File: src/rtl/mem_arb_pkg.sv
// Shared types for the memory phase arbiter: phase encoding, RAM owner, read-return tag.
package mem_arb_pkg;

    localparam int RD_LAT_MAX = 4;

    typedef enum logic [1:0] {
        LOAD = 2'd0,
        PROC = 2'd1,
        XMIT = 2'd2,
        DONE = 2'd3
    } phase_t;

    typedef enum logic [1:0] {
        OWN_U    = 2'd0,
        OWN_P    = 2'd1,
        OWN_NONE = 2'd2
    } owner_t;

    typedef struct packed {
        logic   valid;
        owner_t owner;
    } rd_tag_t;

    function automatic owner_t phase_owner(input phase_t ph);
        case (ph)
            LOAD, XMIT: phase_owner = OWN_U;
            PROC:       phase_owner = OWN_P;
            default:    phase_owner = OWN_NONE;
        endcase
    endfunction

endpackage

File: src/rtl/rd_tag_pipe.sv
// RD_LAT-deep shift register of read tags; the exit tag marks which side owns m_dout this cycle.
module rd_tag_pipe
    import mem_arb_pkg::*;
#(
    parameter int RD_LAT = 1  // legal 1..RD_LAT_MAX
) (
    input  logic    clock,
    input  logic    reset_n,
    input  rd_tag_t tag_in,
    output rd_tag_t tag_out,
    output logic    any_pending
);

    rd_tag_t stage [RD_LAT];

    always_ff @(posedge clock) begin
        if (!reset_n) begin
            for (int i = 0; i < RD_LAT; i++) stage[i] <= '0;
        end else begin
            stage[0] <= tag_in;
            for (int i = 1; i < RD_LAT; i++) stage[i] <= stage[i-1];
        end
    end

    always_comb begin
        any_pending = 1'b0;
        for (int i = 0; i < RD_LAT; i++) any_pending = any_pending | stage[i].valid;
    end

    assign tag_out = stage[RD_LAT-1];

endmodule

File: src/rtl/mem_phase_arbiter.sv
// Single-port RAM arbiter driven by a LOAD -> PROC -> XMIT -> DONE phase FSM.
// Ownership changes only once the command register and the read-tag pipe are empty.
module mem_phase_arbiter
    import mem_arb_pkg::*;
#(
    parameter int ADDR_W = 16,
    parameter int DATA_W = 8,
    parameter int RD_LAT = 1
) (
    input  logic              clock,
    input  logic              reset_n,
    input  logic              p_enable,
    input  logic              p_finish,
    input  logic              tx_done,
    input  logic              u_req,
    input  logic              u_wr,
    input  logic [ADDR_W-1:0] u_addr,
    input  logic [DATA_W-1:0] u_din,
    output logic              u_gnt,
    output logic [DATA_W-1:0] u_dout,
    output logic              u_dvalid,
    input  logic              p_req,
    input  logic              p_wr,
    input  logic [ADDR_W-1:0] p_addr,
    input  logic [DATA_W-1:0] p_din,
    output logic              p_gnt,
    output logic [DATA_W-1:0] p_dout,
    output logic              p_dvalid,
    output logic              m_en,
    output logic              m_wr,
    output logic [ADDR_W-1:0] m_addr,
    output logic [DATA_W-1:0] m_din,
    input  logic [DATA_W-1:0] m_dout,
    output logic              tx_start,
    output logic [1:0]        phase,
    output logic              err
);

    phase_t  state, next_state;
    owner_t  owner, cmd_owner;
    logic    sw, ill, in_flight, tx_lat, any_pending;
    rd_tag_t tag_in, tag_out;

    assign in_flight = m_en | any_pending;

    // State register; tx_done seen while draining is kept in tx_lat so the pulse is not lost.
    always_ff @(posedge clock) begin
        if (!reset_n) begin
            state    <= LOAD;
            err      <= 1'b0;
            tx_start <= 1'b0;
            tx_lat   <= 1'b0;
        end else begin
            state    <= next_state;
            err      <= err | ill;
            tx_start <= (next_state == XMIT) && (state != XMIT);
            tx_lat   <= (state == XMIT) && (next_state == XMIT) && (tx_done || tx_lat);
        end
    end

    always_comb begin
        next_state = state;
        sw         = 1'b0;
        ill        = (p_finish & ~p_enable) | ((state == PROC) & ~p_enable) |
                     ((state != XMIT) & tx_done);
        case (state)
            LOAD:    sw = p_enable & ~p_finish;
            PROC:    sw = p_enable & p_finish;
            XMIT:    sw = tx_done | tx_lat;
            default: sw = ~p_enable & ~p_finish;
        endcase
        if (sw && !ill && !in_flight) begin
            case (state)
                LOAD:    next_state = PROC;
                PROC:    next_state = XMIT;
                XMIT:    next_state = DONE;
                default: next_state = LOAD;
            endcase
        end
    end

    always_comb begin
        owner    = phase_owner(state);
        phase    = state;
        u_gnt    = u_req & (owner == OWN_U) & ~sw;
        p_gnt    = p_req & (owner == OWN_P) & ~sw;
        u_dout   = m_dout;
        p_dout   = m_dout;
        u_dvalid = tag_out.valid & (tag_out.owner == OWN_U);
        p_dvalid = tag_out.valid & (tag_out.owner == OWN_P);
    end

    always_ff @(posedge clock) begin
        if (!reset_n) begin
            m_en      <= 1'b0;
            m_wr      <= 1'b0;
            m_addr    <= '0;
            m_din     <= '0;
            cmd_owner <= OWN_NONE;
        end else if (u_gnt) begin
            m_en      <= 1'b1;
            m_wr      <= u_wr;
            m_addr    <= u_addr;
            m_din     <= u_din;
            cmd_owner <= OWN_U;
        end else if (p_gnt) begin
            m_en      <= 1'b1;
            m_wr      <= p_wr;
            m_addr    <= p_addr;
            m_din     <= p_din;
            cmd_owner <= OWN_P;
        end else begin
            m_en      <= 1'b0;
            m_wr      <= 1'b0;
        end
    end

    // A read tag enters the pipe in the same cycle its command is on the RAM port.
    assign tag_in = '{valid: m_en & ~m_wr, owner: cmd_owner};

    rd_tag_pipe #(.RD_LAT(RD_LAT)) u_rd_tag_pipe (
        .clock       (clock),
        .reset_n     (reset_n),
        .tag_in      (tag_in),
        .tag_out     (tag_out),
        .any_pending (any_pending)
    );

endmodule

File: config.mk
export PLATFORM = sky130hd
export DESIGN_NAME = mem_phase_arbiter
export DESIGN_NICKNAME = d
export VERILOG_FILES = /design/src/rtl/mem_arb_pkg.sv /design/src/rtl/rd_tag_pipe.sv /design/src/rtl/mem_phase_arbiter.sv
export SDC_FILE = /design/constraint.sdc
export NUM_CORES = 1
export LEC_CHECK = 0
export CORE_MARGIN = 2
export CORE_UTILIZATION = 25
export DETAILED_ROUTE_END_ITERATION = 10
export PLACE_DENSITY_LB_ADDON = 0.2
export SLEW_MARGIN = 10
export SYNTH_ARGS = -nofsm -noshare
export SYNTH_HDL_FRONTEND = slang
export SYNTH_SLANG_ARGS = --single-unit
export TNS_END_PERCENT = 5
File: constraint.sdc
create_clock -name clock -period 2 [get_ports clock]
set_input_delay 0.3 -clock clock [delete_from_list [all_inputs] [get_ports clock]]
set_output_delay 0.3 -clock clock [all_outputs]
set_load 0.05 [all_outputs]
**After elaboration in Yosys (flattened, before gate mapping)**

Memories as Yosys holds them, arrays and structs flattened.
Index checks and enable logic that the tools add are counted.

- Equality and inequality tests: 6
- Multiplexer cells: 18
- Bitwise operators: 23
- Reduce and logical (&&, ||, !) cells: 15

Operators by type and width:

| operator | number |
|---|---|
| $mux W16 | 2 |
| $mux W8 | 2 |
| $and A1 B1 Y1 | 13 |
| $mux W1 | 7 |
| $eq A2 B1 Y1 const B | 3 |
| $logic_not A2 Y1 | 3 |
| $mux W2 | 3 |
| $pmux W2 S3 | 1 |
| $logic_and A1 B1 Y1 | 5 |
| $not A1 Y1 | 5 |
| $or A1 B1 Y1 | 5 |
| $eq A2 B2 Y1 const B | 2 |
| $pmux W2 S2 | 1 |
| $reduce_or A2 Y1 | 2 |
| $mux W3 | 1 |
| $pmux W1 S3 | 1 |
| $reduce_or A3 Y1 | 1 |
| $logic_not A1 Y1 | 2 |
| $ne A2 B2 Y1 const B | 1 |
| $reduce_bool A2 Y1 | 1 |
| $logic_or A1 B1 Y1 | 1 |

- Register bits after elaboration: 33
- Bits in writable memories: 3
- Input port bits: 65
- Output and inout bits: 50
- Word-level logic and storage cells: 73
- Memories: 1

Memories:

| name | words | bits a word | read ports | clocked after Yosys merged registers in | write ports | line | source |
|---|---|---|---|---|---|---|---|
| u_rd_tag_pipe.stage | 1 | 3 | 1 | 0 | 1 | rd_tag_pipe.sv:14 | `rd_tag_t stage [RD_LAT];` |

**Logic depth before layout (Yosys ltp)**

Gate-level depths: netlist of run 1.

- Depth after elaboration: 11
- Mapped depth: 8
- Gate-level depth less buffers: 6

**Hierarchy**

A second synthesis of run 1 with hierarchy kept.

- Cells, all modules: 301
- Area, all modules: 2366.0 sq um

Modules (own cells, without submodules):

| module | times used | cells an instance | area each (sq um) | sequential area each (sq um) |
|---|---|---|---|---|
| mem_phase_arbiter | 1 | 294 | 2279.7 | 660.6 |
| rd_tag_pipe | 1 | 7 | 86.3 | 60.1 |

**Worst setup path after synthesis of run 1**

No wires, ideal clock.

- Path kind: register to register
- Start point: register state[0], in the netlist phase[0]
- End point: register cmd_owner[0]
- Setup time: 61 ps
- Arrival time: 2853 ps
- Data required time: 1939 ps
- Setup slack: -914 ps
- Cell stages (with the launch flop): 8
- Buffers on the path: 1
- Clock period less this slack: 2914 ps
- Cells stage by stage: dfxtp_1 > inv_1 > ha_1 > o21a_1 > a211o_1 > clkbuf_1 > nor2_1 > o221a_2

- Elaborated cells on any way between the ends: 14
- Classes of those cells: eq/ne (3); mux (2); bitwise (5); reduce/logical (4)

RTL lines:

| what | line | source |
|---|---|---|
| start: declaration | mem_phase_arbiter.sv:39 | `phase_t state, next_state;` |
| start signal: assignment | mem_phase_arbiter.sv:54 | `state <= next_state;` |
| $eq A2 B2 Y1 / $logic_not A2 Y1 (equally long branches) | mem_arb_pkg.sv:25, mem_phase_arbiter.sv:66 |  |
| $reduce_or A2 Y1 | mem_arb_pkg.sv:25 | `case (ph)` |
| $pmux W2 S2 | mem_arb_pkg.sv:25 |  |
| $eq A2 B1 Y1 | mem_phase_arbiter.sv:86 | `p_gnt = p_req & (owner == OWN_P) & ~sw;` |
| $and A1 B1 Y1 | mem_phase_arbiter.sv:86 |  |
| $and A1 B1 Y1 (*) | mem_phase_arbiter.sv:86 |  |
| named net p_gnt | mem_phase_arbiter.sv:26 | `output logic p_gnt,` |
| end signal: assignment | mem_phase_arbiter.sv:99 | `cmd_owner <= OWN_NONE;` |
| end signal: assignment | mem_phase_arbiter.sv:105 | `cmd_owner <= OWN_U;` |
| end signal: assignment | mem_phase_arbiter.sv:111 | `cmd_owner <= OWN_P;` |
| end: declaration | mem_phase_arbiter.sv:40 | `owner_t owner, cmd_owner;` |

Mark *: on every way through the listed nets, which the timed path passes. The rest lies on a longest branch.
A chain may end at the register's enable or synchronous reset.

**Worst setup path after layout of run 1**

- Start point: register state[1], in the netlist phase[1]
- End point: output port p_gnt

- Cells in the longest elaborated chain, start to end: 6
- Elaborated cells on any way between the ends: 10
- Classes of those cells: eq/ne (3); mux (2); bitwise (3); reduce/logical (2)

Ends and longest elaborated chain:

| what | line |
|---|---|
| $eq A2 B2 Y1 / $logic_not A2 Y1 (equally long branches) | mem_arb_pkg.sv:25, mem_phase_arbiter.sv:66 |
| $reduce_or A2 Y1 | mem_arb_pkg.sv:25 |
| $pmux W2 S2 | mem_arb_pkg.sv:25 |
| $eq A2 B1 Y1 | mem_phase_arbiter.sv:86 |
| $and A1 B1 Y1 | mem_phase_arbiter.sv:86 |
| $and A1 B1 Y1 (*) | mem_phase_arbiter.sv:86 |
| end: declaration | mem_phase_arbiter.sv:26 |

Mark *: on every way between the ends. The rest lies on a longest branch, timed or not.

==> summary.txt, run 1 <==
Synth
  – Cell variety after synth: 27
  – Synth Register Bits: 36
  – Syn nets: slightly below 300
  – Post-Syn Area: 0.002074 mm^2
  – Mean Syn Cell Area: 9.345 um^2
  – Mapped Cells: about 220
  – Seq/Total Area, Yosys: 34.74%
  – Yosys warnings: 0

Final layout
  – Ratio of cells with drive above 1 in the final layout: 17.78%
  – Final Non-Filler Cells: 420
  – Antenna fix cells: 0
  – Area growth, synth to finish: 63.33%
  – Design area: 0.003388 mm^2
  – Nets: 383
  – Final core utilization: 41.66%

Floorplan
  – Die ar.: around 0.0090 mm^2
  – Starting Density: 25.50%
  – Row count: 33
  – I/O Pins: 115
  – DIE WIDTH: 95.10 um
  – Core area: 0.008134 mm^2
  – DIE HEIGHT: 95.10 um

Timing
  – Fin. Hold Viols: 0
  – Slew Limit Fails: 0
  – Crit path time final: 2.227 ns
  – Setup TNS Final: -4.382 ns
  – Slew HR: 63.81%
  – Worst-margin pin slew: 0.5412 ns
  – Worst Skew: 0.007699 ns
  – Hold_ws: 0.4572 ns
  – RSZ-0062 raised after global routing: yes
  – Achievable frequency: 449.1 MHz
  – Setup-failing EPs final: 31
  – Final worst slack: -0.2267 ns
  – Tcrit/Tclk final: 111.3%

Setup path
  – Critical Path Start Type: flip-flop
  – Req. time, crit path: roughly 1.7 ns
  – Crit. End Element: primary output
  – Crit-path max cell delay: 0.39 ns
  – WS Path Type: flip-flop to primary output
  – Critical path's slowest cell: or3b_4
  – Critical path peak fanout: 5
  – Crit-path cells: inv_4 -> ha_4 -> or3b_4 -> a211oi_4 -> buf_6 -> buf_12 -> nor2_4 -> buf_8
  – CP Data Arrival Time: 1.93 ns

Global routing
  – GR Util All Layers: between 10% and 20%
  – Largest net degree at the start of global routing: between 50 and 60
  – Initial antenna violation count: 0
  – Grt total ovfl: 0
  – First-pass GRT wire length: 9.639 mm
  – Number of global-route vias before repair: 1977

CTS
  – Cts bufs inserted: 5
  – TritonCTS Sinks: 36
  – Worst-Skew Late Latency: 0.28 ns
  – CTS tree: built
  – Clock Path Buffers: 2
  – CTS Root Cell: clkbuf_8
  – H-Tree Level Count: 2
  – Reg clk slew, reported paths: 0.07 ns

Drt
  – Via Count: 2006
  – Final WL: 6.126 mm
  – Via-to-Cell Ratio: 4.776
  – DR WL met2: 2.790 mm
  – Wire length per cell: 14.59 um
  – Met1 wire length: 2.758 mm
  – DRC marker count from the first detailed-route iteration: 95
  – Highest metal used: met4
  – Antenna viol nets, final: 0
  – DRT Pass-1 Iters: 4
  – Met3 wire len: between 500 and 600 um
  – DRC viols: 0

Status
  – Failing checks: setup timing
  – Status: complete, but fails checks

Run
  – Max cap viols: 0

Power
  – Total power: 2.166 mW
  – P_leak: between 1 and 1.5 nW
  – Peak VDD IR: 290.2 uV
  – Pwr/cell area: ~640 mW/mm^2

Worst hold path
  – Hold Path Class: flip-flop to flip-flop

Placement
  – Post-detail-place hpwl: 4.062 mm
  – DP Cell Count: 405
  – Placed inst area: 0.003179 mm^2
  – Final GP Congestion: 0.7722
  – Setup WS pre-CTS: -0.3177 ns
  – Port bufs: 90
## critical path: cells and delay by family (launching register included)
family / cells / cell delay (ns)
simple gates: 2 / 0.43
flops: 1 / 0.38
fa+ha+maj: 1 / 0.15
compound gates: 1 / 0.25
buf+inv: 4 / 0.44
## cell families (layout without fill, tap and decap cells)
family,after synthesis,after routing,share of synthesized area (%)
AOI/OAI and AO/OA,62,62,26.54
adders and majority gates,4,4,2.413
DFF,36,36,34.74
buffers and inverters,43,136,11.52
and+or+nand+nor,73,73,22.86
muxes,4,4,1.930
## registers in the layout, indices dropped and copies added (netlist names), 2 cells and up
signal	count
m_addr	16
m_din	8
u_rd_tag_pipe.stage	3
cmd_owner	2
phase	2
## cell type report
| cell class | count | area, um^2 |
|---|---|---|
| clock buffers | 8 | 90.09 |
| fillers | 811 | 4746 |
| inverters | 6 | 27.53 |
| multi-input cells | 143 | 1159 |
| flip-flops and latches | 36 | 728.2 |
| well taps | 105 | 131.4 |
| repair buffers | 122 | 1252 |
## layout by cell type (no fill, tap or decap), types with 2 or more instances in the layout
cell type | synthesis | routed
clkdlybuf4s50_1 | 0 | 87
dfxtp_1 | 36 | 34
o21a_1 | 28 | 28
nor3b_1 | 28 | 28
or3_1 | 25 | 25
o311a_1 | 24 | 24
buf_4 | 19 | 24
nand2_1 | 7 | 7
clkbuf_8 | 0 | 6
buf_12 | 0 | 5
inv_1 | 6 | 4
mux2i_1 | 4 | 4
nor2_1 | 4 | 3
buf_6 | 0 | 3
nor2_4 | 0 | 2
nand2b_1 | 2 | 2
a2111o_1 | 2 | 2
inv_4 | 0 | 2
and3b_1 | 2 | 2
and2_1 | 2 | 2
ha_4 | 0 | 2
ha_2 | 0 | 2
clkbuf_1 | 13 | 2
dfxtp_4 | 0 | 2
## per-layer routing
metal,vias up,track usage (%)
met2,68,20.77
met5,-,0
met1,942,17.81
met4,0,3.019
met3,2,5.138
li1,994,-
## worst paths after layout
| path | from | endpoint | slack [ns] | depth (start not counted) |
|---|---|---|---|---|
| min reg2reg | cmd_owner[1] | u_rd_tag_pipe.stage[0][1] | 0.46 | 1 |
| max reg2reg | phase[1] | m_addr[5] | -0.18 | 9 |
| min | cmd_owner[1] | u_rd_tag_pipe.stage[0][1] | 0.46 | 1 |
| max | phase[1] | p_gnt | -0.23 | 8 |
## cell usage after synthesis
cell      number  share of area, %
a2111o_1       2               1.1
a211o_1        2              0.84
a211oi_4       1              0.97
a21oi_1        1              0.24
and2_1         2              0.60
and3b_1        2              0.84
buf_2          5               1.2
buf_4         19               6.9
clkbuf_1      13               2.4
dfxtp_1       36                35
ha_1           4               2.4
inv_1          6               1.1
mux2i_1        4               1.9
nand2_1        7               1.3
nand2b_1       2              0.60
nand4_1        1              0.30
nor2_1         4              0.72
nor2_2         1              0.30
nor3b_1       28                10
o21a_1        28                10
o21ba_2        1              0.48
o221a_2        1              0.54
o22ai_1        1              0.30
o311a_1       24                12
o31ai_1        1              0.36
or3_1         25               7.5
or3b_4         1              0.54
## timing repair
action,in CTS,in global routing
gates cloned,0,1
endpoints found under the setup margin,32,34
pin swaps,1,2
gates resized for setup,7,6
buffers inserted,5,1
hold buffers,0,0
## power by group
group	total, mW	internal (mW)	switching (mW)
combinational	0.812	0.388	0.424
clock	0.536	0.281	0.255
sequential	0.818	0.781	0.0374
total	2.17	1.45	0.716
No activity file was read; power rests on OpenSTA's default activity.
==> inputs of run 2 (changes only) <==
- CORE_UTILIZATION: 25 -> 35
==> run 2 against run 1 <==
  * The flow still finishes with violations (setup timing)
  * Sequential share of layout area is essentially flat
  * Wire length down 5.5%
  * Combinational power is 2% higher
  * Clock power down 1%
  * Total power is 0.26% higher
  * Core utilization rose by 16 points
  * Register-to-register slack improved by 0.02 ns
  * Flip-flop and latch count unchanged
  * Non-clock buffer count rose by 2
==> summary.txt, run 2 (synthesis results as in run 1) <==
Final layout
  – FF/Latch Area: 728.2 um^2 (unchanged)
  – Max reg flops: 16 (unchanged)
  – Antenna fix cells: 0 (unchanged)
  – Most flops, register: m_addr (unchanged)
  – Highest-count cells in the layout ignoring fill and taps: clkdlybuf4s50_1, dfxtp_1, o21a_1, nor3b_1, or3_1 (unchanged)
  – Final Non-Filler Cells: 392 (was 420)
  – Fill cells: 553 (was 811)
  – Most common cell after layout, fill and taps aside: clkdlybuf4s50_1 (unchanged)
  – Multi-input logic area: 0.001164 mm^2 (was 0.001159 mm^2)
  – Nets: 385 (was 383)
  – Ratio of cells with drive above 1 in the final layout: 18.30% (was 17.78%)
  – Area growth, synth to finish: 62.97% (was 63.33%)
  – Final core utilization: 58.13% (was 41.66%)
  – Top Registers: m_addr x16, m_din x8, u_rd_tag_pipe.stage x3 (unchanged)

Setup path
  – Crit. End Element: primary output (unchanged)
  – Worst setup path endpoint: p_gnt (unchanged)
  – Req. time, crit path: 1.70 ns (about the same)
  – Worst Setup SP: phase[1] (unchanged)
  – Cell mode on critical path: buf_6
  – Crit-path max cell delay: 0.39 ns (about the same)
  – Worst r2r path cells: 9 (unchanged)
  – RR Endpoint: m_addr[12] (was m_addr[5])
  – WS Path Type: flip-flop to primary output (unchanged)
  – R2R Path Start: phase[1] (unchanged)
  – CP Data Arrival Time: 1.93 ns (about the same)
  – R2R setup slack: -0.16 ns (was -0.18 ns)
  – Critical Path Start Type: flip-flop (unchanged)
  – CP top delay family: simple AND/OR/NAND/NOR gates (was buffers and inverters)
  – CP bufs+invs: 3 (was 4)
  – Crit-path cells: inv_4 -> ha_4 -> or3b_4 -> a211oi_4 -> buf_6 -> nor2_4 -> buf_6 (was inv_4 -> ha_4 -> or3b_4 -> a211oi_4 -> buf_6 -> buf_12 -> nor2_4 -> buf_8)
  – Critical path's slowest cell: dfxtp_4 (was or3b_4)
  – Stages on worst setup path: 7 (was 8)
  – Critical path peak fanout: 5 (unchanged)

CTS
  – Clock Path Buffers: 2 (unchanged)
  – Worst-Skew Late Latency: 0.28 ns (about the same)
  – H-Tree Level Count: 2 (unchanged)
  – Cts bufs inserted: 5 (unchanged)
  – CTS Root Cell: clkbuf_8 (unchanged)
  – CTS tree: built (unchanged)
  – TritonCTS Sinks: 36 (unchanged)
  – Reg clk slew, reported paths: 0.07 ns (about the same)

Power
  – Peak VDD IR: 405.8 uV (was 290.2 uV)
  – P_leak: 1.342 nW (was 1.336 nW)
  – Pwr/cell area: 642.5 mW/mm^2 (was 639.4 mW/mm^2)
  – Total power: 2.172 mW (was 2.166 mW)

Status
  – Status: complete, but fails checks (unchanged)
  – Failing checks: setup timing (unchanged)

Timing
  – Hold_ws: 0.4524 ns (was 0.4572 ns)
  – Worst-margin pin slew: 0.5265 ns (was 0.5412 ns)
  – Tcrit/Tclk final: 111.5% (was 111.3%)
  – Final worst slack: -0.2310 ns (was -0.2267 ns)
  – RSZ-0062 raised after global routing: yes (unchanged)
  – Slew HR: 64.79% (was 63.81%)
  – Slew Limit Fails: 0 (unchanged)
  – Setup-failing EPs final: 31 (unchanged)
  – Worst Skew: 0.003606 ns (was 0.007699 ns)
  – Crit path time final: 2.231 ns (was 2.227 ns)
  – Achievable frequency: 448.2 MHz (was 449.1 MHz)
  – Fin. Hold Viols: 0 (unchanged)

Worst hold path
  – Hold Path Class: flip-flop to flip-flop (unchanged)

Placement
  – Port bufs: 90 (unchanged)
  – DP Cell Count: 379 (was 405)
  – Final GP Congestion: 0.8101 (was 0.7722)
  – Setup WS pre-CTS: -0.2964 ns (was -0.3177 ns)
  – Post-detail-place hpwl: 4.227 mm (was 4.062 mm)

Floorplan
  – Starting Density: 35.67% (was 25.50%)
  – I/O Pins: 115 (unchanged)
  – Core area: 0.005816 mm^2 (was 0.008134 mm^2)
  – DIE WIDTH: 80.99 um (was 95.10 um)
  – Row count: 28 (was 33)
  – Die ar.: 0.006559 mm^2 (was 0.009043 mm^2)
  – DIE HEIGHT: 80.99 um (was 95.10 um)

Drt
  – Wire length per cell: 14.78 um (was 14.59 um)
  – DRC marker count from the first detailed-route iteration: 79 (was 95)
  – DRC viols: 0 (unchanged)
  – Antenna viol nets, final: 0 (unchanged)
  – Final WL: 5.792 mm (was 6.126 mm)
  – Via-to-Cell Ratio: 5.120 (was 4.776)
  – Via Count: 2007 (was 2006)
  – DRT Pass-1 Iters: 4 (unchanged)

Global routing
  – First-pass GRT wire length: 9.252 mm (was 9.639 mm)
  – Grt total ovfl: 0 (unchanged)
  – Initial antenna violation count: 0 (unchanged)
  – Number of global-route vias before repair: 1939 (was 1977)
  – Largest net degree at the start of global routing: 35 (was 58)
  – GR Util All Layers: 18.31% (was 13.46%)

Run
  – Max cap viols: 0 (unchanged)
## run 2: cell count changes in the layout (fill, tap and decap cells not counted), sizes merged
cell           before  now
buf                34   36
clkbuf              9    8
clkdlybuf4s50      87   88
## run 2: power by group
part / total [mW] / internal (mW) / switching, mW
Sequential: 0.817 / 0.781 / 0.0365
Combinational: 0.827 / 0.404 / 0.423
Clock: 0.528 / 0.281 / 0.247
## run 2: worst min-delay path by stage
stage                                end         start  cells after the start
5_1_grt        u_rd_tag_pipe.stage[0][1]  cmd_owner[1]                      1
2_1_floorplan  u_rd_tag_pipe.stage[0][1]  cmd_owner[1]                      1
6_report       u_rd_tag_pipe.stage[0][1]  cmd_owner[1]                      1
3_5_place_dp   u_rd_tag_pipe.stage[0][1]  cmd_owner[1]                      1
4_1_cts        u_rd_tag_pipe.stage[0][1]  cmd_owner[1]                      1
3_3_place_gp   u_rd_tag_pipe.stage[0][1]  cmd_owner[1]                      1
## run 2: what timing repair did
item	in CTS	in global routing
pin swaps	5	5
setup endpoints to repair	34	34
resized for setup	12	3
hold buffers	0	0
buffers inserted	4	1
## run 2: routing by layer
layer	part of all wire (%)	GRT usage (%)	wire length, um	vias to the layer above
met3	7.0	7.000	406	6
met1	45	22.08	2582	945
met4	0.76	5.254	44	0
met2	48	30.33	2758	59
li1	-	-	-	997
met5	0	0	0	-
## run 2: worst register-to-register path: cells and delay by family, from the launching register on
| family | cells | cell delay (ns) |
|---|---|---|
| AOI/OAI and AO/OA | 2 | 0.61 |
| buffers and inverters | 4 | 0.46 |
| and+or+nand+nor | 2 | 0.43 |
| DFF | 1 | 0.39 |
| adders and majority gates | 1 | 0.15 |
## run 2: per-stage QoR
stage                     setup TNS [ns]  instance area (um^2)
final                             -3.378                  3381
after global routing              -5.911                  3381
after CTS                         -4.486                  3361
after detailed placement          -8.605                  3199
after global placement            -7.977                  3199
after floorplan                   -3.318                  2132
## run 2: cell type report
type                    instances  share of cell area [%]
clock buffers                   8                   2.665
inverters                       6                  0.8142
multi-input cells             143                   34.42
flip-flops and latches         36                   21.54
well taps                      75                   2.776
repair buffers                124                   37.79
==> RTL edit 1, RTL diff (settings of run 1) <==
Change the parameter `ADDR_W` from 16 to 17.
--- a/src/rtl/mem_phase_arbiter.sv
+++ b/src/rtl/mem_phase_arbiter.sv
@@ -4,5 +4,5 @@
     import mem_arb_pkg::*;
 #(
-    parameter int ADDR_W = 16,
+    parameter int ADDR_W = 17,
     parameter int DATA_W = 8,
     parameter int RD_LAT = 1
Interface: changed (resized m_addr, p_addr and u_addr); port bits go from 115 to 118. The function was not compared with the original's and may differ.
==> RTL edit 1 against run 1 <==
The run still ends with negative setup slack left. Worst setup slack worse by 0.046 ns. First-iteration DRC count is 55% lower. Largest cell class unchanged. Wire length is 3.9% higher. Clock skew is 0.0049 ns lower. Largest power group is now combinational logic. Sequential cell count is 1 higher. Synthesized area is 3.4% higher. Count of clock-buffer cells in the layout is 2 lower. Via count is 1.9% higher. Power is 12% higher. Final area is 4.5% higher. Synthesized cell count is 2.7% higher.
==> RTL edit 1: results (changes against run 1) <==
* Leak pwr at 1.37 nW (was 1.34 nW)
* CP peak stage delay at 0.37 ns (was 0.39 ns)
* Placed Cells at 414 (was 405)
* Final Net Count at 392 (was 383)
* Post-Synth Adder-Cell Area at 0.0233 (was 0.0241)
* Seq pwr share at 0.346 (was 0.378)
* Layout cells sized above 1 at 0.177 (was 0.178)
* First-pass GRT wire length at 10.4 mm (was 9.64 mm)
* Setup TNS at -4.37 ns (was -4.38 ns)
* Synth Net Count at 299 (was 291)
* Mux cell area share after synthesis at 0.0187 (was 0.0193)
* Worst VDD drop at 255 uV (was 290 uV)
* # setup viols final at 35 (was 31)
* Synth cell types at 28 (was 27)
* Synth Area per Inst at 9.41 sq um (was 9.34 sq um)
* Area after DPL at 3320 sq um (was 3180 sq um)
* Failing checks: negative setup slack (unchanged)
* Psw at 0.772 mW (was 0.716 mW)
* Worst min path class: reg2reg (unchanged)
* Leading registers by flop count: m_addr x17, m_din x8, u_rd_tag_pipe.stage x3 (was m_addr x16, m_din x8, u_rd_tag_pipe.stage x3)
* Data arrival, critical path at 1.97 ns (was 1.93 ns)
* Vias in the first global route at 2080 (was 1977)
* H-tree Lvls at 2 (unchanged)
* Wirelength per Cell at 14.9 microns (was 14.6 microns)
* Combinational power share at 0.352 (was 0.375)
* Total CTS buffers at 5 (unchanged)
* Power Density at 687 nW/um^2 (was 639 nW/um^2)
* Status: finished with violations (unchanged)
* Synth area leaders: dfxtp_1 35%, o311a_1 12%, nor3b_1 10% (unchanged)
* Critical-path maximum fanout at 20 (was 5)
* Slew headroom at 0.648 (was 0.638)
* Total Routing Usage GR at 0.135 (about the same)
* Routed Wire Length at 6.37 mm (was 6.13 mm)
* Seq/Total Area, Yosys at 0.345 (was 0.347)
* Critical-path top delay cell: dfxtp_4 (was or3b_4)
* Buffers added on ports at 93 (was 90)
* DR iter-0 viols at 43 (was 95)
* Number of vias per cell at 4.79 (was 4.78)
* Compound-gate portion of the synthesized area at 0.270 (was 0.265)
* Final HPWL DP at 4.44 mm (was 4.06 mm)
* Worst Slack Setup Final at -0.273 ns (was -0.227 ns)
* Synth top cells by count: 37 x dfxtp_1, 29 x nor3b_1, 29 x o21a_1 (was 36 x dfxtp_1, 28 x nor3b_1, 28 x o21a_1)
* Largest net degree at the start of global routing at 33 (was 58)
* Final clock skew at 0.00284 ns (was 0.00770 ns)
* Placer Congestion at 0.749 (was 0.772)
* Synth Area in XOR/XNOR at 0 (unchanged)
* Antenna violations before repair at 0 (unchanged)
* CTS clk-pin slew, worst paths at 0.08 ns
-- RTL edit 1: cells by family after synthesis --
| family | Yosys count |
|---|---|
| AND/OR/NAND/NOR | 75 |
| AO/OA/AOI/OAI | 64 |
| buffers and inverters | 44 |
| flip-flops | 37 |
| multiplexers | 4 |
| adder cells (fa/ha/maj) | 4 |
-- RTL edit 1: final timing paths --
path | startpoint | endpoint | slack [ns] | depth (start not counted)
worst max-delay path | phase[0]$_SDFF_PN0_ | p_gnt | -0.27 | 7
worst min-delay path | cmd_owner[1]$_SDFFE_PN1P_ | u_rd_tag_pipe.stage[0][1]$_SDFF_PN0_ | 0.46 | 1
worst max register to register | phase[1]$_SDFF_PN0_ | m_addr[12]$_SDFFE_PN0P_ | -0.15 | 9
worst min register to register | cmd_owner[1]$_SDFFE_PN1P_ | u_rd_tag_pipe.stage[0][1]$_SDFF_PN0_ | 0.46 | 1
-- RTL edit 1: metal layers --
| metal | up-vias | track usage | wire length [microns] | share of wire |
|---|---|---|---|---|
| li1 | 1026 | - | - | - |
| met4 | 0 | 0.0358 | 70 | 0.011 |
| met3 | 7 | 0.0390 | 439 | 0.069 |
| met5 | - | 0 | 0 | 0 |
| met2 | 67 | 0.209 | 2810 | 0.44 |
| met1 | 945 | 0.185 | 3050 | 0.48 |
-- RTL edit 1: area by class of cell --
class,count,area (sq um)
Fill cell,828,4720
Multi-Input combinational cell,147,1220
Clock inverter,2,35.0
Sequential cell,37,748
Inverter,6,27.5
Tap cell,105,131
Timing Repair Buffer,124,1290
Clock buffer,6,93.8
-- RTL edit 1: repair_timing --
action,in CTS,in global routing
endpoints found under the setup margin,33,36
resized for setup,7,6
pin swaps,3,2
buffers inserted,5,0
gates cloned,0,0
==> RTL edit 2, RTL diff (config.mk and constraints of run 1) <==
Made on the original files. Reset style: asynchronous (`reset_n`), changed in 3 clocked blocks.
--- a/src/rtl/rd_tag_pipe.sv
+++ b/src/rtl/rd_tag_pipe.sv
@@ -14,5 +14,5 @@
     rd_tag_t stage [RD_LAT];
 
-    always_ff @(posedge clock) begin
+    always_ff @(posedge clock or negedge reset_n) begin
         if (!reset_n) begin
             for (int i = 0; i < RD_LAT; i++) stage[i] <= '0;
--- a/src/rtl/mem_phase_arbiter.sv
+++ b/src/rtl/mem_phase_arbiter.sv
@@ -45,5 +45,5 @@
 
     // State register; tx_done seen while draining is kept in tx_lat so the pulse is not lost.
-    always_ff @(posedge clock) begin
+    always_ff @(posedge clock or negedge reset_n) begin
         if (!reset_n) begin
             state    <= LOAD;
@@ -91,5 +91,5 @@
     end
 
-    always_ff @(posedge clock) begin
+    always_ff @(posedge clock or negedge reset_n) begin
         if (!reset_n) begin
             m_en      <= 1'b0;
Function: differs if reset_n is asserted again (counterexample within 4 cycles, from zero or initial values and one cycle with reset_n low); with reset_n held inactive, the same outputs for 10 cycles.
==> RTL edit 2 against run 1 <==
The flow still finishes with violations (negative setup slack). Synthesized area up 2.9%. Via count down 4.4%. Worst setup slack better by 0.0047 ns. Sequential cell count unchanged. Wire length up 8.8%. Critical path depth down 1. Final area up 5.9%. Critical path type unchanged.
Power is not compared: it rests on default switching activity, and its combinational part moved more than twofold at a synthesized area within 25%.
==> RTL edit 2: results (changes against run 1) <==
* Critical-path maximum fanout at 4 (was 5)
* Sw Ratio at 0.456
* # setup viols final at 28 (was 31)
* DR iter-0 viols at 52 (was 95)
* Largest net degree at the start of global routing at 29 (was 58)
* Antenna violations before repair at 0 (unchanged)
* CTS clk-pin slew, worst paths at 0.08 ns
* Worst Slack Setup Final at -0.222 ns (was -0.227 ns)
* Max Root-Sink Buffers at 2 (unchanged)
* Area after DPL at 3230 sq um (was 3180 sq um)
* Number of vias per cell at 4.59 (was 4.78)
* Total CTS buffers at 5 (unchanged)
* Placed Cells at 393 (was 405)
* Synth Area per Inst at 10.3 sq um (was 9.34 sq um)
* Synth area leaders: dfrtp_1 41%, mux2_2 13%, o41ai_1 9.8% (was dfxtp_1 35%, o311a_1 12%, nor3b_1 10%)
* Status: finished with violations (unchanged)
* Final Net Count at 381 (was 383)
* Final HPWL DP at 4.49 mm (was 4.06 mm)
* Seq/Total Area, Yosys at 0.423 (was 0.347)
* Async S/R FF share, synth at 1.00 (was 0)
* Cell Count, Final, Fillers Out at 418 (was 420)
* Slew headroom at 0.600 (was 0.638)
* Failing checks: negative setup slack (unchanged)
* Buffers added on ports at 90 (unchanged)
* Synth Net Count at 276 (was 291)
* Synth cell types at 32 (was 27)
* Leading registers by flop count: m_addr x16, m_din x8 (was m_addr x16, m_din x8, u_rd_tag_pipe.stage x3)
* Worst skew pair latency at 0.29 ns
* Drt pass-1 iters at 4 (unchanged)
* Leak pwr at 1.54 nW
* N_diodes at 0 (unchanged)
* Worst min path class: in2async (was reg2reg)
* Synth top cells by count: 35 x dfrtp_1, 27 x inv_1, 25 x mux2_2 (was 36 x dfxtp_1, 28 x nor3b_1, 28 x o21a_1)
* Layout cells sized above 1 at 0.307 (was 0.178)
* CTS Root Cell: clkbuf_8 (unchanged)
* Synthesis warning total at 0 (unchanged)
* Routed Wire Length at 6.67 mm (was 6.13 mm)
* Final clock skew at 0.00694 ns (was 0.00770 ns)
* First-pass GRT wire length at 10.0 mm (was 9.64 mm)
* # fillers at 817 (was 811)
* Total Routing Usage GR at 0.145 (was 0.135)
* H-tree Lvls at 2 (unchanged)
* Data arrival, critical path at 1.92 ns
* Vias in the first global route at 1922 (was 1977)
* Worst VDD drop at 634 uV
* Placer Congestion at 0.750 (was 0.772)
RTL edit 2: cell types whose count changed after synthesis, sizes merged, moves of 25 or more:
cell	before	now
dfrtp	0	35
dfxtp	36	0
mux2	0	27
nor3b	28	1
o21a	28	1
or3	25	0
RTL edit 2: per-layer routing:
metal	GRT usage	part of all wire
met1	0.184	0.42
met5	0	0
met4	0.0434	0.012
met2	0.245	0.50
met3	0.0349	0.062
RTL edit 2: path summary, 6_finish.rpt:
check	from	endpoint	slack (ns)	cells past startpoint
min in group clock	cmd_owner[0]$_DFFE_PN0P_	u_rd_tag_pipe.tag_out[0]$_DFF_PN0_	0.40	0
min	reset_n	m_addr[7]$_DFFE_PN0P_	0.01	1
max in group asynchronous	reset_n	m_din[2]$_DFFE_PN0P_	1.38	2
max	phase[0]$_DFF_PN0_	u_gnt	-0.22	7
max reg2reg	phase[0]$_DFF_PN0_	m_din[4]$_DFFE_PN0P_	-0.21	9
min reg2reg	cmd_owner[0]$_DFFE_PN0P_	u_rd_tag_pipe.tag_out[0]$_DFF_PN0_	0.40	0
RTL edit 2: power by group through the flow:
stage | Clock (mW) | Combinational (mW) | Sequential, mW
finish | 0.645 | 4.36 | 1.26
global route | 0.686 | 4.60 | 1.31
CTS | 0.660 | 4.34 | 1.27
detailed placement | 0 | 3.86 | 1.27
global placement | 0 | 3.84 | 1.27
floorplan | 0 | 1.60 | 2.26
RTL edit 2: cell type report:
cell class                      instances  area [sq um]  area share
Timing Repair Buffer                  130          1330       0.370
Multi-Input combinational cell        112          1010       0.283
Sequential cell                        36           905       0.252
Tap cell                              105           131      0.0366
Inverter                               27           104      0.0289
Clock buffer                            6          72.6      0.0202
Clock inverter                          2          35.0     0.00976
RTL edit 2: worst max-delay path, cell delays in order (launching register included):
cell and delay, ns:
dfrtp_2 0.44, inv_4 0.07, ha_4 0.17, o21a_1 0.11
mux2_4 0.29, buf_12 0.14, nor3_4 0.24, buf_12 0.17
RTL edit 2: cells by family (layout without fill, tap and decap cells):
group                      count (synthesis)  in the layout  share of synthesized area
adders and majority gates                  4              4                     0.0234
and+or+nand+nor                           22             22                     0.0586
DFF                                       36             36                      0.423
buffers and inverters                     59            165                      0.147
muxes                                     29             29                      0.152
AOI/OAI and AO/OA                         57             57                      0.196
RTL edit 2: timing repair:
item                       4_1_cts  5_1_grt
pin swaps                        4        2
setup endpoints to repair       31       31
hold buffers                     0        0
buffers inserted                12        3
gates cloned                     2        0
resized for setup               18        1
RTL edit 2: stage by stage:
stage	hold WS (ns)	setup TNS, ns	setup WS, ns
floorplan	0.00441	-9.19	-0.360
global placement	0.350	-5.42	-0.218
detailed placement	0.352	-6.03	-0.236
CTS	0.0352	-5.02	-0.206
global route	0.0601	-7.32	-0.286
finish	0.0148	-5.37	-0.222
